==> config.mk <==
export PLATFORM = sky130hd
export DESIGN_NAME = iir6_seq_engine
export DESIGN_NICKNAME = d
export VERILOG_FILES = /design/src/rtl/iir6_seq_engine.sv
export SDC_FILE = /design/constraint.sdc
export NUM_CORES = 2
export LEC_CHECK = 0
export BUFFER_PORTS_ARGS = -buffer_cell sky130_fd_sc_hd__buf_2
export CAP_MARGIN = 20
export CELL_PAD_IN_SITES_DETAIL_PLACEMENT = 0
export CELL_PAD_IN_SITES_GLOBAL_PLACEMENT = 1
export CORE_UTILIZATION = 47
export CTS_CLUSTER_DIAMETER = 120
export DETAILED_ROUTE_END_ITERATION = 8
export PLACE_DENSITY = 0.88
export SETUP_SLACK_MARGIN = 0.2
export SKIP_LAST_GASP = 1
export SYNTH_ARGS = -nofsm -noshare
export SYNTH_HDL_FRONTEND = slang
export SYNTH_SLANG_ARGS = --single-unit
==> constraint.sdc <==
create_clock -name i_state_clk -period 9.85 [get_ports i_state_clk]
set_clock_uncertainty 0.1 [all_clocks]
set_input_delay 1.97 -clock i_state_clk [delete_from_list [all_inputs] [get_ports i_state_clk]]
set_output_delay 1.97 -clock i_state_clk [all_outputs]
set_load 0.005 [all_outputs]
==> src/rtl/iir6_seq_engine.sv <==
// Sixth-order DF-II-T IIR engine (2.16 arithmetic) sharing one 18x18 multiplier over
// 13 products per sample. i_reset is asynchronous and active-low.
module iir6_seq_engine (
  input  logic        i_state_clk,
  input  logic        i_reset,
  input  logic        i_sample_strobe,
  input  logic [15:0] i_audio_in,
  input  logic [2:0]  i_scale,
  input  logic        i_coef_wr,
  input  logic [3:0]  i_coef_addr,
  input  logic [17:0] i_coef_data,
  input  logic        i_coef_commit,
  output logic [15:0] o_audio_out,
  output logic        o_out_valid,
  output logic        o_busy,
  output logic        o_overrun
);

  typedef enum logic [3:0] {
    S_IDLE, S_B1, S_B2, S_A2, S_B3, S_A3, S_B4, S_A4,
    S_B5, S_A5, S_B6, S_A6, S_B7, S_A7
  } state_t;

  state_t             r_state, w_nextState;
  logic signed [17:0] r_x, r_y, r_acc;
  logic [2:0]         r_scale;
  logic signed [17:0] r_s      [0:5];
  logic signed [17:0] r_shadow [0:12];
  logic signed [17:0] r_active [0:12];
  logic               r_pending, r_outValid, r_overrun;
  logic [15:0]        r_audioOut;

  logic               w_busy, w_accept, w_useY;
  logic [3:0]         w_coefIdx;
  logic [2:0]         w_sIdx;
  logic signed [17:0] w_sNext, w_coef, w_data, w_mult, w_ySum, w_yScaled;
  logic signed [35:0] w_prod;
  logic               w_unusedProd;

  assign w_busy   = (r_state != S_IDLE);
  assign w_accept = i_sample_strobe && !w_busy;

  always_ff @(posedge i_state_clk or negedge i_reset) begin
    if (!i_reset) r_state <= S_IDLE;
    else          r_state <= w_nextState;
  end

  always_comb begin
    w_nextState = r_state;
    case (r_state)
      S_IDLE:  if (i_sample_strobe) w_nextState = S_B1;
      S_A7:    w_nextState = S_IDLE;
      default: w_nextState = state_t'(r_state + 4'd1);
    endcase
  end

  // Operand selection and state-slot routing depend on the state alone
  always_comb begin
    w_coefIdx = 4'd0;
    w_useY    = 1'b0;
    w_sIdx    = 3'd0;
    w_sNext   = '0;
    case (r_state)
      S_B2: w_coefIdx = 4'd1;
      S_B3: w_coefIdx = 4'd2;
      S_B4: w_coefIdx = 4'd3;
      S_B5: w_coefIdx = 4'd4;
      S_B6: w_coefIdx = 4'd5;
      S_B7: w_coefIdx = 4'd6;
      S_A2: begin w_coefIdx = 4'd7;  w_useY = 1'b1; w_sIdx = 3'd0; w_sNext = r_s[1]; end
      S_A3: begin w_coefIdx = 4'd8;  w_useY = 1'b1; w_sIdx = 3'd1; w_sNext = r_s[2]; end
      S_A4: begin w_coefIdx = 4'd9;  w_useY = 1'b1; w_sIdx = 3'd2; w_sNext = r_s[3]; end
      S_A5: begin w_coefIdx = 4'd10; w_useY = 1'b1; w_sIdx = 3'd3; w_sNext = r_s[4]; end
      S_A6: begin w_coefIdx = 4'd11; w_useY = 1'b1; w_sIdx = 3'd4; w_sNext = r_s[5]; end
      S_A7: begin w_coefIdx = 4'd12; w_useY = 1'b1; w_sIdx = 3'd5; end
      default: ;
    endcase
  end

  assign w_coef       = r_active[w_coefIdx];
  assign w_data       = w_useY ? r_y : r_x;
  assign w_prod       = w_coef * w_data;
  assign w_mult       = {w_prod[35], w_prod[32:16]};
  assign w_ySum       = r_s[0] + w_mult;
  assign w_yScaled    = w_ySum << r_scale;
  assign w_unusedProd = ^{w_prod[34:33], w_prod[15:0]};

  // Bank swap reads pre-edge shadow, so a same-edge write lands only in shadow
  always_ff @(posedge i_state_clk or negedge i_reset) begin
    if (!i_reset) begin
      r_x        <= '0;
      r_y        <= '0;
      r_acc      <= '0;
      r_scale    <= '0;
      r_pending  <= 1'b0;
      r_outValid <= 1'b0;
      r_overrun  <= 1'b0;
      r_audioOut <= '0;
      for (int i = 0; i < 6; i++)  r_s[i] <= '0;
      for (int i = 0; i < 13; i++) begin
        r_shadow[i] <= '0;
        r_active[i] <= '0;
      end
    end else begin
      r_outValid <= 1'b0;
      if (i_coef_wr && (i_coef_addr <= 4'd12)) r_shadow[i_coef_addr] <= i_coef_data;
      if (w_accept) begin
        r_x     <= {i_audio_in, 2'b00};
        r_scale <= i_scale;
        if (r_pending || i_coef_commit)
          for (int i = 0; i < 13; i++) r_active[i] <= r_shadow[i];
        r_pending <= 1'b0;
      end else if (i_coef_commit) begin
        r_pending <= 1'b1;
      end
      if (i_sample_strobe && w_busy) r_overrun <= 1'b1;
      if (r_state == S_B1) begin
        r_y        <= w_yScaled;
        r_audioOut <= w_yScaled[17:2];
        r_outValid <= 1'b1;
      end else if (w_useY) begin
        r_s[w_sIdx] <= r_acc + w_sNext + w_mult;
      end else if (w_busy) begin
        r_acc <= w_mult;
      end
    end
  end

  assign o_audio_out = r_audioOut;
  assign o_out_valid = r_outValid;
  assign o_busy      = w_busy;
  assign o_overrun   = r_overrun;

endmodule
-- After elaboration in Yosys (flattened, before gate mapping)
Cells that the tools add are included.
- $add $sub $neg: 4
- multipliers: 1
- divide/modulo/power cells: 0
- order comparisons: 6
- equality and inequality tests: 14
- shifts and indexed selects: 1
- muxes and demuxes: 19
- bitwise logic cells: 5
- reduce and logical (&&, ||, !) cells: 14
- operators by type and width (kind ; count):
    $bwmux W234 ; 1
    $bwmux W108 ; 1
    $mux W18 ; 5
    $pmux W18 S5 ; 1
    $bmux W18 S4 ; 1
    $demux W18 S4 ; 1
    $add A18 B18 Y18 ; 3
    $demux W18 S3 ; 1
    $pmux W4 S12 ; 1
    $mul A18 B18 Y36 ; 1
    $eq A4 B4 Y1 const B ; 6
    $shl A18 B3 Y18 ; 1
    $eq A4 B3 Y1 const B ; 4
    $pmux W3 S5 ; 1
    $ge A5 B5 Y1 const B ; 2
    $not A4 Y5 ; 2
    $eq A4 B2 Y1 const B ; 2
    $pmux W4 S2 ; 1
    $reduce_or A6 Y1 ; 1
    $logic_and A1 B1 Y1 ; 5
    $lt A5 B1 Y1 const B ; 1
    $add A4 B1 Y4 const B ; 1
    $eq A4 B1 Y1 const B ; 1
    $ge A4 B4 Y1 const B ; 1
    14 further kinds ; 19
- register bits: 654
- bits in latches: 0
- memory bits (writable): 0
- ROM bits: 0
- bits of input ports: 46
- word-level logic and storage cells: 105
- memories: 0

-- Depth between registers and ports, before layout
- word-level depth: 9
- mapped depth: 49

-- Worst setup path after synthesis
Ideal clock, no wire load.
- kind: register to register
- start point: register r_state[0]
- end point: register r_s[71] (netlist name)
- setup time: 87 ps
- arrival: 10732 ps
- path slack: -1069 ps
- cell stages (with the launch flop): 46
- period minus slack after synthesis: 10919 ps
- cells stage by stage: dfrtp_1 -> inv_1 -> ha_1 -> o21bai_1 -> o21ai_2 -> buf_2 -> buf_2 -> buf_2 -> buf_2 -> nand3_1 -> a31oi_1 -> nor2_1 -> a211oi_1 -> nor2_1 -> fa_1 -> inv_1 -> fa_1 -> inv_1 -> [... 10 more ...] -> a21o_1 -> a221o_1 -> a31oi_4 -> o21bai_1 -> a21oi_1 -> xnor2_1 -> inv_1 -> fa_1 -> inv_1 -> ha_1 -> a21boi_0 -> o31a_1 -> o211ai_1 -> and4_1 -> nor3_1 -> clkbuf_1 -> or4_1 -> o211ai_1
- longest elaborated chain between the ends: 9
- RTL lines (item ; line ; RTL):
    from (decl) ; 24 ; state_t r_state, w_nextState;
    from (signal assigned) ; 45 ; else r_state <= w_nextState;
    $eq A4 B4 Y1, or another cell as far along ; 63 ; case (r_state)
    $pmux W4 S12 ; 63 ;
    $not A4 Y5 (not written as such) ; 80 ; assign w_coef = r_active[w_coefIdx];
    $bmux W18 S4 ; 80 ;
    $mux W18 (not written as such) (2 in a row) ; 80 ;
    $mul A18 B18 Y36 (*) ; 82 ; assign w_prod = w_coef * w_data;
    net w_prod[24] ; 37 ; logic signed [35:0] w_prod;
    $add A18 B18 Y18 (*) ; 122 ; r_s[w_sIdx] <= r_acc + w_sNext + w_mult;
    $bwmux W108 (*) ; 122 ;
    to (signal, indexed assignment) ; 122 ;
    to (decl) ; 27 ; logic signed [17:0] r_s [0:5];
Mark *: on every way through the listed nets, which the timed path passes. The rest lies on a longest branch. The select of a mux whose other input is x is not followed.
A chain may end at the register's enable or synchronous reset.

-- Worst setup path in the final report
Same ends and word-level chain as after synthesis.

==> impl_results.md <==
* Initial DRC count at 2475
* Final net count at 4793
* Number of synthesized register bits at 638
* Count leader, synth: dfrtp_1
* Worst path most repeated cell: fa_1
* # DRC at 0
* Slew HR at 18.77%
* First-pass GRT wire length at 182700 um
* Origin of the worst setup path: r_state[0]
* Area grow syn2layout at 25.07%
* Worst r2r path cells at 48
* Final setup margin at -1.085 ns
* Syn Nets at 4290
* Yosys top cell area share at 39.09%
* Die height at 296.8 um
* Total congestion overflow at 0
* Total GRT Usage at 26.49%
* Number of flops mapped to enable cells by yosys at 0
* Design area at 51080 sq um
* Predominant post-synthesis flop cell: dfrtp_1
* Number of H-tree levels at 3
* Failing checks: setup timing
* RSZ-0062 raised after global routing: true
* FF-to-FF setup slack at -1.08 ns
* Startpoint Class: flop
* Core Rows at 107
* Number of port buffers at 64
* Worst flop-to-flop path startpoint: r_state[0]
* Yosys cell types at 75
* Synth async-reset ratio at 100.0%
* Top post-synthesis cells by area: dfrtp_1 39%, fa_1 17%, mux2_2 14%
* Max clock buf depth at 3
* Crit Path Class: reg2reg
* Via count at 30270
* TritonRoute pass-1 iters at 8
* Synth cell count leaders: 638 x dfrtp_1, 520 x mux2_2, 505 x nand2_1
* Hold Startpoint: o_overrun
* RePlAce Congestion at 0.9995
* Fin crit period at 10.93 ns
* Fin crit share at 111.0%
* Hold depth at 1
* Vias/cell at 5.532
* CTS tree: built
* Status: complete, but fails checks
* Max stage delay cell, worst path: fa_1
* Avg WL per Cell at 21.12 um
* Endpoints failing setup at 73
* Cts bufs inserted at 71
* Total routed wirelength at 115600 um
* Cells after Synth at 3770
* Reg2reg end: r_s[71]
* CP Capture Type: flop
* Slew at the pin with the worst max-slew slack at 1.218 ns
* Initial Util at 47.67%
* Io pins at 65
* Routed Antenna Nets at 0
* Largest net degree at the start of global routing at 204
* Synth Cell Area at 40840 sq um
* Share of layout cells above drive strength 1 at 37.14%
* Seq/Total Area, Yosys at 39.09%
* Max Cap Viol at 0
* DP Area at 46150 sq um
* Number of global-route vias before repair at 32140
* CP Max Fanout at 8
* WHS Endpoint: o_overrun
* Core outline area at 85680 sq um
* Max Slew Vio Count at 0
* Width of the die at 296.8 um
* Clock-pin slew on the worst setup and hold paths at 0.06 ns
* Hold buffers post-CTS at 0
* Max frequency at 91.45 MHz
* Die ar. at 88080 sq um
* Synth Area per Inst at 10.83 sq um
* WP data arrival at 11.40 ns
* Worst EP required at 10.31 ns
* Hold Crit Class: reg2reg
* Yosys warns at 0
* Worst-Skew Late Latency at 0.66 ns
* Synth area leader: dfrtp_1
* Post-DP HPWL at 80450 um
* CP max stage delay at 0.55 ns
* Hold Vio Cnt, Final at 0
* Sink Count at 638
* CTS Root Cell: clkbuf_16
* Initial antenna violation count at 10
-- through the flow --
step                setup slack [ns]  util, %  hold WS, ns  instances  setup TNS, ns
finish                        -1.085    59.61       0.3545       5472         -39.72
detailed placement           -0.9483    53.86       0.3405       5258         -37.09
CTS                          -0.7250    58.43       0.3479       5444         -19.02
global placement             -0.8210    53.86       0.3560       5258         -25.75
global route                  -1.300    59.61       0.3702       5471         -59.06
floorplan                   0.003120        -       0.3460       3770              0
-- kinds of logic (layout without fill, tap and decap cells) --
family | Yosys count | count (layout) | synth area share (%)
multiplexers | 570 | 570 | 15.63
XOR/XNOR | 58 | 58 | 1.244
other | 0 | 1 | 0
flip-flops | 638 | 638 | 39.09
AO/OA/AOI/OAI | 427 | 427 | 7.123
AND/OR/NAND/NOR | 936 | 936 | 9.672
adder cells (fa/ha/maj) | 474 | 474 | 20.90
buffers and inverters | 667 | 1224 | 6.345
-- final cells by class --
type,instances,area (sq um)
Clock buffer,91,1982
Inverter,465,1745
Clock inverter,36,474.2
Timing Repair Buffer,632,5241
Sequential cell,638,15970
Antenna cell,1,2.502
Tap cell,1144,1431
Multi-Input combinational cell,2465,24230
Fill cell,6670,34600
-- layout by cell type, fill, tap and decap left out, types with 25 or more instances in the layout --
cell type	instances
buf_12	30
nand2_1	500
clkbuf_16	71
o21ai_1	25
nand3_1	69
o21ai_0	54
buf_6	51
inv_1	443
fa_1	337
ha_4	25
buf_2	63
buf_4	483
mux2_2	519
dfrtp_1	636
ha_1	96
and3_1	30
a21oi_1	28
nor2_1	200
o21ai_2	57
mux2i_1	30
-- routing by layer --
layer / track usage (%) / wire length [um]
met1: 35.79 / 49170
met2: 41.60 / 53520
met3: 5.662 / 7841
met4: 10.62 / 4915
met5: 0 / 104
-- sequential cells by signal, indices dropped and copies added, names as in the netlist --
name / count
o_out_valid: 1
o_overrun: 1
r_acc: 18
r_active: 234
r_pending: 1
r_s: 108
r_scale: 3
r_shadow: 234
r_state: 4
r_x: 16
r_y: 18
-- how the worst max path moves through the flow --
stage / to
after CTS: r_s[71]
after floorplan: r_s[71]
after global placement: r_y[17]
after global routing: r_s[71]
final: r_s[71]
after detailed placement: r_y[17]
-- critical path, delay by kind of cell, from the launching register on --
kind / cells / cell delay [ns]
and+or+nand+nor: 10 / 1.89
AOI/OAI and AO/OA: 13 / 2.42
buffers and inverters: 14 / 1.49
xor gates and xnor gates: 1 / 0.26
adders and majority gates: 10 / 4.24
DFF: 1 / 0.46
-- timing repair --
item,4_1_cts,5_1_grt
cloned,3,0
gates resized for setup,223,213
endpoints found under the setup margin,86,107
pin swaps,85,113
buffers inserted,56,26
Power is not shown: default switching activity piles up to over one toggle a cycle in this logic, so the estimate is an artifact.
